--- config.mk ---
export PLATFORM = sky130hd
export DESIGN_NAME = rate_timer
export DESIGN_NICKNAME = d
export VERILOG_FILES = /design/src/rtl/rate_timer.sv
export SDC_FILE = /design/constraint.sdc
export NUM_CORES = 1
export LEC_CHECK = 0
export BUFFER_PORTS_ARGS = -buffer_cell sky130_fd_sc_hd__buf_2
export CAP_MARGIN = 30
export CORE_MARGIN = 2
export CORE_UTILIZATION = 45
export DETAILED_ROUTE_END_ITERATION = 10
export PLACE_DENSITY = 0.63
export SYNTH_ARGS = -nofsm -noshare
export SYNTH_HDL_FRONTEND = slang
export SYNTH_SLANG_ARGS = --single-unit
--- constraint.sdc ---
create_clock -name clk -period 5.1 [get_ports clk]
set_input_delay 0.765 -clock clk [delete_from_list [all_inputs] [get_ports clk]]
set_output_delay 0.765 -clock clk [all_outputs]
set_load 0.005 [all_outputs]
--- src/rtl/rate_timer.sv ---
// -----------------------------------------------------------------------------
// rate_timer
//
// Multi-rate strobe generator. It produces a one-cycle pulse at the end of
// each period. The period for speed index s is P(s) = CLK_HZ / (BASE_HZ << s)
// cycles. The timer runs either periodically or as a one-shot. It supports
// pause (enable_i = 0), a saturating speed-up, a 50 % phase output for LED
// flashing, and a wrapping pulse counter.
//
// Ports
//   clk        in   1       system clock, rising edge
//   reset      in   1       synchronous, active-low reset
//   load_i     in   1       (re)start at speed_i in mode oneshot_i
//   speed_i    in   SPD_W   speed index sampled on load_i (clamped)
//   oneshot_i  in   1       sampled on load_i: 1 = one-shot, 0 = periodic
//   enable_i   in   1       0 freezes the count and suppresses pulses
//   step_up_i  in   1       speed index + 1, saturating at NUM_RATES-1
//   pulse_o    out  1       one-cycle strobe at each period end
//   phase_o    out  1       high during the first half of each period
//   speed_o    out  SPD_W   current speed index
//   running_o  out  1       timer armed
//   done_o     out  1       sticky one-shot completion flag
//   pcount_o   out  PCNT_W  pulses since the last load, wrapping
// -----------------------------------------------------------------------------
module rate_timer #(
    parameter int  CLK_HZ    = 50_000_000,
    parameter int  BASE_HZ   = 1,
    parameter int  NUM_RATES = 5,
    parameter int  PCNT_W    = 8,
    localparam int SPD_W     = (NUM_RATES > 1) ? $clog2(NUM_RATES) : 1,
    localparam int CNT_W     = $clog2(CLK_HZ / BASE_HZ)
) (
    input  logic              clk,
    input  logic              reset,
    input  logic              load_i,
    input  logic [SPD_W-1:0]  speed_i,
    input  logic              oneshot_i,
    input  logic              enable_i,
    input  logic              step_up_i,
    output logic              pulse_o,
    output logic              phase_o,
    output logic [SPD_W-1:0]  speed_o,
    output logic              running_o,
    output logic              done_o,
    output logic [PCNT_W-1:0] pcount_o
);

    typedef enum logic {
        IDLE = 1'b0,
        RUN  = 1'b1
    } state_t;

    localparam logic [SPD_W-1:0] SPD_MAX = SPD_W'(NUM_RATES - 1);

    state_t              state, state_n;
    logic [CNT_W-1:0]    cnt, cnt_n;
    logic [SPD_W-1:0]    spd, spd_n;
    logic                mode, mode_n;
    logic                done, done_n;
    logic [PCNT_W-1:0]   pcnt, pcnt_n;

    logic                run;
    logic                pulse;
    logic [SPD_W-1:0]    load_spd;

    // Per-speed reload value (P-1) and half-period threshold (P/2). These are
    // built as constant tables so the runtime logic never divides.
    logic [CNT_W-1:0]    reload_tbl [NUM_RATES];
    logic [CNT_W-1:0]    half_tbl   [NUM_RATES];

    for (genvar g = 0; g < NUM_RATES; g++) begin : g_rate
        localparam int P = CLK_HZ / (BASE_HZ << g);
        if (P < 2) begin : g_bad_period
            $error("rate_timer: speed index %0d gives period %0d; at least 2 cycles required", g, P);
        end
        assign reload_tbl[g] = CNT_W'(P - 1);
        assign half_tbl[g]   = CNT_W'(P / 2);
    end

    // Out-of-range speed requests map onto the slowest legal... fastest index.
    function automatic logic [SPD_W-1:0] clamp_speed(input logic [SPD_W-1:0] s);
        if (int'(s) > NUM_RATES - 1) begin
            return SPD_MAX;
        end
        return s;
    endfunction

    function automatic logic [SPD_W-1:0] sat_inc(input logic [SPD_W-1:0] s);
        if (s >= SPD_MAX) begin
            return SPD_MAX;
        end
        return s + SPD_W'(1);
    endfunction

    assign run      = (state == RUN);
    assign pulse    = run && enable_i && (cnt == '0);
    assign load_spd = clamp_speed(speed_i);

    always_ff @(posedge clk) begin
        if (!reset) begin
            state <= IDLE;
            cnt   <= reload_tbl[0];
            spd   <= '0;
            mode  <= 1'b0;
            done  <= 1'b0;
            pcnt  <= '0;
        end else begin
            state <= state_n;
            cnt   <= cnt_n;
            spd   <= spd_n;
            mode  <= mode_n;
            done  <= done_n;
            pcnt  <= pcnt_n;
        end
    end

    always_comb begin
        state_n = state;
        cnt_n   = cnt;
        spd_n   = spd;
        mode_n  = mode;
        done_n  = done;
        pcnt_n  = pcnt;

        // Speed-up only changes the index; the running count keeps its
        // current period and picks up the new one at the next reload.
        if (step_up_i) begin
            spd_n = sat_inc(spd);
        end

        case (state)
            IDLE: begin
                // Count holds while idle or done.
            end
            RUN: begin
                if (enable_i) begin
                    if (cnt != '0) begin
                        cnt_n = cnt - CNT_W'(1);
                    end else begin
                        pcnt_n = pcnt + PCNT_W'(1);
                        cnt_n  = reload_tbl[spd];
                        if (mode) begin
                            state_n = IDLE;
                            done_n  = 1'b1;
                        end
                    end
                end
            end
            default: begin
                state_n = IDLE;
            end
        endcase

        // Load has priority over everything above, including a pulse in
        // this same cycle (the strobe itself is still emitted) and step-up.
        if (load_i) begin
            state_n = RUN;
            cnt_n   = reload_tbl[load_spd];
            spd_n   = load_spd;
            mode_n  = oneshot_i;
            done_n  = 1'b0;
            pcnt_n  = '0;
        end
    end

    assign pulse_o   = pulse;
    assign phase_o   = (cnt >= half_tbl[spd]);
    assign speed_o   = spd;
    assign running_o = run;
    assign done_o    = done;
    assign pcount_o  = pcnt;

endmodule

Yosys cells after proc, flatten, opt, wreduce, memory -nomap -nowiden
Memory sizes are Yosys's and may differ from the RTL's.
Index checks and enable logic that the tools add are counted.
{ "word_totals": {"register_bits": 40, "mem_bits_ro": 624, "in_bits": 9, "out_inout_bits": 15, "word_cells": 56, "memories": 3} }
{ "memory_table": {"columns": ["memory", "words", "width", "read_ports", "rd_clocked_by_memory_dff", "write_ports", "line_no", "source"], "rows": [
  ["(name not given)", 8, 26, 1, 0, 0, "167", "assign phase_o = (cnt >= half_tbl[spd]);"],
  ["(name not given)", 8, 26, 1, 0, 0, "158", "cnt_n = reload_tbl[load_spd];"],
  ["(name not given)", 8, 26, 1, 0, 0, "141", "cnt_n = reload_tbl[spd];"]
]} }
{ "op_classes": {"addsub": 3, "n_lt_le_gt_ge": 5, "n_mux": 24, "bitwise_logic": 4, "reduce_logical": 11} }
{ "op_table": {"columns": ["op", "n"], "rows": [
  ["26-bit 2-to-1 mux", 10],
  ["26-bit >= comparator", 1],
  ["26-bit zero test", 1],
  ["26-bit nonzero test", 1],
  ["26-bit by 1-bit subtractor with 26-bit output, second input constant", 1],
  ["3-bit 2-to-1 mux", 6],
  ["8-bit by 1-bit adder with 8-bit output, second input constant", 1],
  ["4-bit >= comparator, second input constant", 2],
  ["1-bit 2-to-1 mux", 8],
  ["3-bit NOT with 4-bit output", 2],
  ["2-bit nonzero test", 3],
  ["4-bit AND reduction", 1],
  ["3-bit by 1-bit adder with 3-bit output, second input constant", 1],
  ["3-bit >= comparator, second input constant", 1],
  ["3-bit > comparator, second input constant", 1],
  ["3-bit AND reduction", 1],
  ["1-bit logical AND", 2],
  ["1-bit NOT", 2],
  ["2-bit AND reduction", 1],
  ["2-bit OR reduction", 1]
]} }

Depth between registers and ports, before layout
Gate-level depths: netlist of the first run.
{ "logic_depth": {"depth_word": 8, "depth_mapped": 11, "ltp_nobuf": 11} }

Worst setup path after synthesis of the first run
No wires, ideal clock.
{ "synth_path": {"path_kind": "register to output", "startpoint": "register spd[1] (netlist: speed_o[1])", "endpoint": "output port phase_o", "t_arrival_ps": 2112, "required_ps": 4335, "setup_slack_ps": 2223, "path_stages_with_launch": 11, "n_path_buf": 1, "cell_sequence": "dfxtp_1 ha_1 nor2b_1 clkbuf_1 inv_1 ha_1 and4_1 a311oi_1 o21ai_0 a221oi_1 o21ai_0"} }
{ "synth_via": {"elab_chain_len": 5} }
{ "synth_lines": {"columns": ["element", "line_no", "source"], "rows": [
  ["start, declared", "57", "logic [SPD_W-1:0] spd, spd_n;"],
  ["start signal, assigned", "110", "spd <= spd_n;"],
  ["3-bit NOT with 4-bit output (not written as such)", "167", null],
  ["memory read 8 x 26 bit", null, null],
  ["26-bit 2-to-1 mux (not written as such) (2 in a row)", "167", null],
  ["26-bit >= comparator", "167", null],
  ["end, declared", "41", "output logic phase_o,"]
]} }
Every way passes these cells. The select of a mux whose other input is x is not followed.

Worst setup path in the final report of the first run
Same ends and word-level chain as after synthesis.

==> results by group, run 1 <==
STA
  • Worst-Margin Slew: 994 ps
  • Max Freq: 273 MHz
  • Min Tclk post-route: 3660 ps
  • Final setup violation count: 0
  • Final setup skew: 24.0 ps
  • Fin crit share: 71.8%
  • Total negative slack: 0 ps
  • Worst hold-check slack: 476 ps
  • Final Hold Viols: 0
  • Max Slew Vio Count: 0
  • Max-slew headroom: 33.4%
  • RSZ-0062 raised after global routing: false

Pwr
  • Worst vdd ir: 192 uV
  • Power Density: 248 nW/um^2
  • Register share of total power: 45.2%
  • Power Total: 0.000792 W
  • Logic pwr share: 17.3%
  • Clock Power Share: 37.5%
  • Switching share of total power: 31.4%
  • Pint: 0.000544 W
  • Leakage Power: 1.29 nW
  • Sw Pwr: 0.000249 W

Final layout
  • Antenna diode count: 0
  • Fin nets: 432
  • Layout area overhead: 8.98%
  • Non-filler instance count after layout: 473
  • Commonest non-fill, non-tap cell in the layout: dfxtp_1
  • Filler instances: 649
  • Most frequent cells in the layout: dfxtp_1, nor2_1, nand2_1
  • Core Util, Final: 50.5%
  • Share of cells above drive strength 1: 11.6%

Critical path
  • Required @ worst endpoint: 4340 ps
  • FF-to-FF setup slack: 1930 ps
  • Crit path DAT: 2900 ps
  • Worst-path fanout max: 6
  • R2r endpoint: pcount_o[7]
  • Reg2Reg Depth: 6
  • Reg-to-Reg Start: cnt[20]
  • Kind of critical path: reg -> out
  • CP startpoint kind: register
  • CP endpoint: phase_o
  • Crit path from: speed_o[1]
  • Crit end category: output pin

Clock tree
  • Cts bufs inserted: 5
  • Post_cts resized: 0
  • Clk_lat worst skew: 320 ps
  • Sinks on the clock net: 40
  • Worst-path clk slew: 90 ps
  • Post CTS Setup Buffer Count: 0
  • H-tree lvl count: 2
  • Root buffer cell: clkbuf_8
  • Clock Tree Buf Depth: 2
  • CTS tree: done
  • Post-CTS Hold Fix Bufs: 0

Global route
  • Total track usage: 25.5%
  • Antenna violations before repair: 0
  • Met1 Use GR: 33.7%
  • GR peak layer: met2
  • Vias in the first global route: 2809
  • Largest net degree at the start of global routing: 23
  • GRT met2 Usage: 40.9%
  • Global-route wire length before repair: 14400 um
  • Grt met3 use: 3.74%
  • GR Overflow Total: 0

Placed design
  • HPWL Detailed: 6620 um
  • Port bufs: 23
  • Placed insts: 465
  • Routability Congestion: 0.969

Floorplan
  • DIE WIDTH: 84.6 um
  • Die height: 84.6 um
  • Std cell rows: 29
  • Initial Util: 46.3%
  • Die area: 7160 um^2
  • Io pins: 24
  • Core area: 6310 um^2

Logic synthesis
  • Ranking of synthesized cells by area: dfxtp_1, ha_1, o21ai_0
  • Cell taking the most area after synthesis: dfxtp_1
  • EDFF count, synth: 0
  • Yosys top cell area share: 27.4%
  • Avg Cell Area, Syn: 7.68 um^2
  • Syn Nets: 418
  • Mapped Area: 2930 um^2
  • Top FF cell, synth: dfxtp_1
  • Count of cell types in the netlist: 51
  • Ys Warns: 0
  • Post-synthesis sequential area ratio: 27.4%
  • Cells after synthesis: 381
  • Seq cells post-synth: 40
  • Async S/R FF share, synth: 0%

Drt
  • Initial DRC count: 280
  • Drt total wl: 8900 um
  • Remaining antenna violation count: 0
  • Average wire per standard cell: 18.8 um
  • Vias per cell: 6.29
  • DRC viols: 0
  • Via count: 2974
  • First-pass DRT Iterations: 5

Hold path
  • Hold WC Path Type: reg -> reg

Job
  • Maxcap violations: 0

Status
  • Status: complete, no violations
routing by layer:
metal	vias up	part of all wire [%]	routed length [um]
met2	135	45	4050
met5	-	0	0
met3	32	6.3	562
li1	1417	-	-
met1	1390	44	3920
met4	0	4.2	374
final cells by class:
type	count	area [um^2]	share of cell area, %
multi-input combinational	310	1990	62.6
sequential	40	801	25.1
timing repair buffer	24	123	3.85
tap	77	96.3	3.02
clock buffer	6	82.6	2.59
inverter	14	52.6	1.65
clock inverter	2	38.8	1.22
state kept, by name, indices dropped and copies added (netlist names):
register / flops
pcount_o: 8
done_o: 1
mode: 1
cnt: 26
running_o: 1
speed_o: 3
Yosys cell counts, types with 2 or more instances:
library cell,n
a211oi_1,3
a21o_1,7
a21oi_1,28
a311oi_1,2
a31oi_1,4
and2_1,3
and3_1,2
buf_2,2
clkbuf_1,13
dfxtp_1,40
ha_1,28
inv_1,14
maj3_1,2
mux2i_1,2
nand2_1,38
nand2b_1,5
nand3_1,14
nand4_1,7
nor2_1,39
nor2b_1,2
nor3_1,12
nor3_2,2
nor4_1,9
o2111ai_1,2
o211ai_1,4
o21ai_0,30
o21ai_1,2
o22ai_1,2
o311ai_0,3
or2_2,8
or3_1,9
or4_1,7
xnor2_1,7
xor2_1,12
per-stage QoR:
step / area (um^2) / setup slack [ps]
2_1_floorplan: 2930 / 2220
3_3_place_gp: 3070 / 1930
3_5_place_dp: 3070 / 1810
4_1_cts: 3190 / 1480
5_1_grt: 3190 / 1170
6_report: 3190 / 1440
critical path: stages (launching register included):
cell and delay, ps:
dfxtp_1 420, ha_1 230, nor2b_1 470, inv_1 90, ha_1 300, and4_1 160
a311oi_1 270, o21ai_0 150, a221oi_1 280, o21ai_0 110, buf_2 130
cell families after synthesis:
kind of cell    synth area share, %
compound gates                 20.0
xor+xnor                       5.69
fa+ha+maj                      12.7
buf+inv                        4.45
flops                          27.4
mux                           0.684
simple gates                   29.1
power groups by stage:
stage                     Clock, W  Combinational, W  Sequential [W]
final                     0.000297          0.000137        0.000358
after global routing      0.000308          0.000155        0.000360
after CTS                 0.000294          0.000136        0.000356
after detailed placement         0          0.000135        0.000364
after global placement           0          0.000135        0.000363
after floorplan                  0         0.0000994        0.000351
worst min path at each step:
stage	start	end	slack [ps]	cells past startpoint
detailed placement	done_o	done_o	460	2
global route	done_o	done_o	530	2
global placement	done_o	done_o	450	2
floorplan	done_o	done_o	460	2
CTS	done_o	done_o	490	2
finish	done_o	done_o	480	2
Note: power is estimated with default switching activity, not from simulation.
==> run 2: changes to the inputs <==
--- a/config.mk
+++ b/config.mk
@@ -10,7 +10,7 @@
 export CORE_MARGIN = 2
 export CORE_UTILIZATION = 45
 export DETAILED_ROUTE_END_ITERATION = 10
-export PLACE_DENSITY = 0.63
+export PLACE_DENSITY = 0.65
 export SYNTH_ARGS = -nofsm -noshare
 export SYNTH_HDL_FRONTEND = slang
 export SYNTH_SLANG_ARGS = --single-unit
==> constraint.sdc (replaced) <==
create_clock -name clk -period 3 [get_ports clk]
set_input_delay 0.45 -clock clk [delete_from_list [all_inputs] [get_ports clk]]
set_output_delay 0.45 -clock clk [all_outputs]
set_load 0.005 [all_outputs]
==> run 2 against run 1 <==
Via count rose by 4.2%. Non-clock buffer count rose by 20. Flip-flop and latch count did not move. Worst setup slack got worse by 1300 ps. Largest cell class unchanged. Routed wire length rose by 4.9%. Sequential power rose by 68%. Power rose by 72%.
==> results by group, run 2 (synthesis results as in run 1) <==
Status
  • Status: complete, no violations

Critical path
  • Crit end category: output pin
  • Most used cell along the critical path: or4_1
  • Crit path DAT: 2430 ps
  • Kind of critical path: reg -> out
  • Required @ worst endpoint: 2550 ps
  • Worst-path cell chain: or4_1 -> or3_1 -> or4_1 -> nor2_1 -> buf_2
  • Max incr delay on CP: 560 ps
  • Slowest CP cell: or4_1
  • CP startpoint kind: register
  • Worst-path fanout max: 5

Drt
  • Drt total wl: 9330 um
  • Vias per cell: 6.29
  • Via count: 3100
  • Average wire per standard cell: 18.9 um
  • First-pass DRT Iterations: 5
  • Remaining antenna violation count: 0
  • Initial DRC count: 347
  • DRC viols: 0

Floorplan
  • Std cell rows: 29
  • Die height: 84.6 um
  • Core area: 6310 um^2
  • DIE WIDTH: 84.6 um
  • Initial Util: 46.3%
  • Die area: 7160 um^2
  • Io pins: 24

Clock tree
  • Clock Tree Buf Depth: 2
  • Post-CTS Hold Fix Bufs: 0
  • Sinks on the clock net: 40
  • H-tree lvl count: 2
  • Root buffer cell: clkbuf_8
  • Cts bufs inserted: 5
  • Worst-path clk slew: 90 ps
  • Clk_lat worst skew: 300 ps
  • CTS tree: done

Global route
  • Largest net degree at the start of global routing: 22
  • Global-route wire length before repair: 15100 um
  • Total track usage: 26.5%
  • GR Overflow Total: 0
  • Antenna violations before repair: 0
  • Vias in the first global route: 3021

Placed design
  • Routability Congestion: 0.994
  • Port bufs: 23
  • Placed inst area: 3210 um^2
  • HPWL Detailed: 6980 um

Pwr
  • Pint: 0.000926 W
  • Logic pwr share: 20.9%
  • Clock Power Share: 35.0%
  • Switching share of total power: 31.9%
  • Leakage Power: 1.39 nW
  • Power Total: 0.00136 W
  • Sw Pwr: 0.000434 W
  • Power Density: 398 nW/um^2
  • Worst vdd ir: 234 uV
  • Register share of total power: 44.1%

STA
  • Worst hold-check slack: 386 ps
  • Max Slew Vio Count: 0
  • Max Freq: 347 MHz
  • Max-slew headroom: 62.4%
  • Final setup violation count: 0
  • Fin crit share: 96.1%
  • Final Hold Viols: 0
  • Worst-Margin Slew: 564 ps
  • Final setup skew: 9.35 ps
  • Min Tclk post-route: 2880 ps
  • Total negative slack: 0 ps

Final layout
  • Design area: 3410 um^2
  • Max FFs per register: 26
  • Fin nets: 452
  • Antenna diode count: 0
  • Core Util, Final: 54.1%
  • Filler instances: 646
  • Layout area overhead: 16.7%
  • Share of cells above drive strength 1: 19.7%
  • Most frequent cells in the layout: nor2_1, dfxtp_1, nand2_1
  • Most flop-heavy register: cnt
  • Commonest non-fill, non-tap cell in the layout: nor2_1

Hold path
  • Hold WC Path Type: in -> reg

Job
  • Maxcap violations: 0
==> run 2: changes by cell type in the layout (fill, tap and decap cells not counted), moves of 2 or more <==
cell,change
buf_4,+20
dfxtp_1,-2
dfxtp_4,+2
ha_1,-2
ha_4,+2
inv_1,-2
inv_2,+2
nor2b_1,-2
o21ai_0,-2
==> run 2: area by class of cell <==
type / instances / area (um^2) / share of cell area [%]
inverter: 14 / 52.6 / 1.54
timing repair buffer: 44 / 273 / 7.99
clock buffer: 5 / 68.8 / 2.02
multi-input combinational: 310 / 2070 / 60.6
sequential: 40 / 808 / 23.7
tap: 77 / 96.3 / 2.82
clock inverter: 3 / 46.3 / 1.36
==> run 2: final timing paths <==
path	slack (ps)	cells after the start	start	end
worst max-delay path	120	5	cnt[9]	pulse_o
worst min-delay path	390	3	oneshot_i	mode
worst max register to register	400	6	cnt[9]	cnt[20]
worst min register to register	470	2	done_o	done_o
==> run 2: metrics by stage <==
stage | std cells | setup WS, ps
finish | 493 | 117
global route | 493 | -1.34
CTS | 492 | 8.06
detailed placement | 484 | 186
global placement | 484 | 228
floorplan | 381 | 438
==> run 2: repair_timing <==
action	in CTS	in global routing
buffers inserted	0	1
pin swaps	0	2
endpoints found under the setup margin	1	1
gates resized for setup	2	21
==> run 2: power by group through the flow <==
| stage | logic (W) | clock network, W | registers, W |
|---|---|---|---|
| 4_1_cts | 0.000259 | 0.000486 | 0.000597 |
| 3_3_place_gp | 0.000253 | 0 | 0.000609 |
| 5_1_grt | 0.000316 | 0.000499 | 0.000603 |
| 3_5_place_dp | 0.000255 | 0 | 0.000609 |
| 2_1_floorplan | 0.000169 | 0 | 0.000596 |
| 6_report | 0.000285 | 0.000476 | 0.000600 |
==> run 2: per-layer routing <==
layer / vias to the layer above / wire length (um) / track usage (%)
li1: 1460 / - / -
met1: 1426 / 3900 / 34.0
met2: 170 / 4300 / 42.7
met3: 44 / 690 / 5.11
met4: 0 / 446 / 12.8
met5: - / 0 / 0
==> run 2: worst max-delay path: cells and delay by family (launching register included) <==
family	cells	cell delay, ps
buffers and inverters	1	130
DFF	1	370
and+or+nand+nor	4	1640
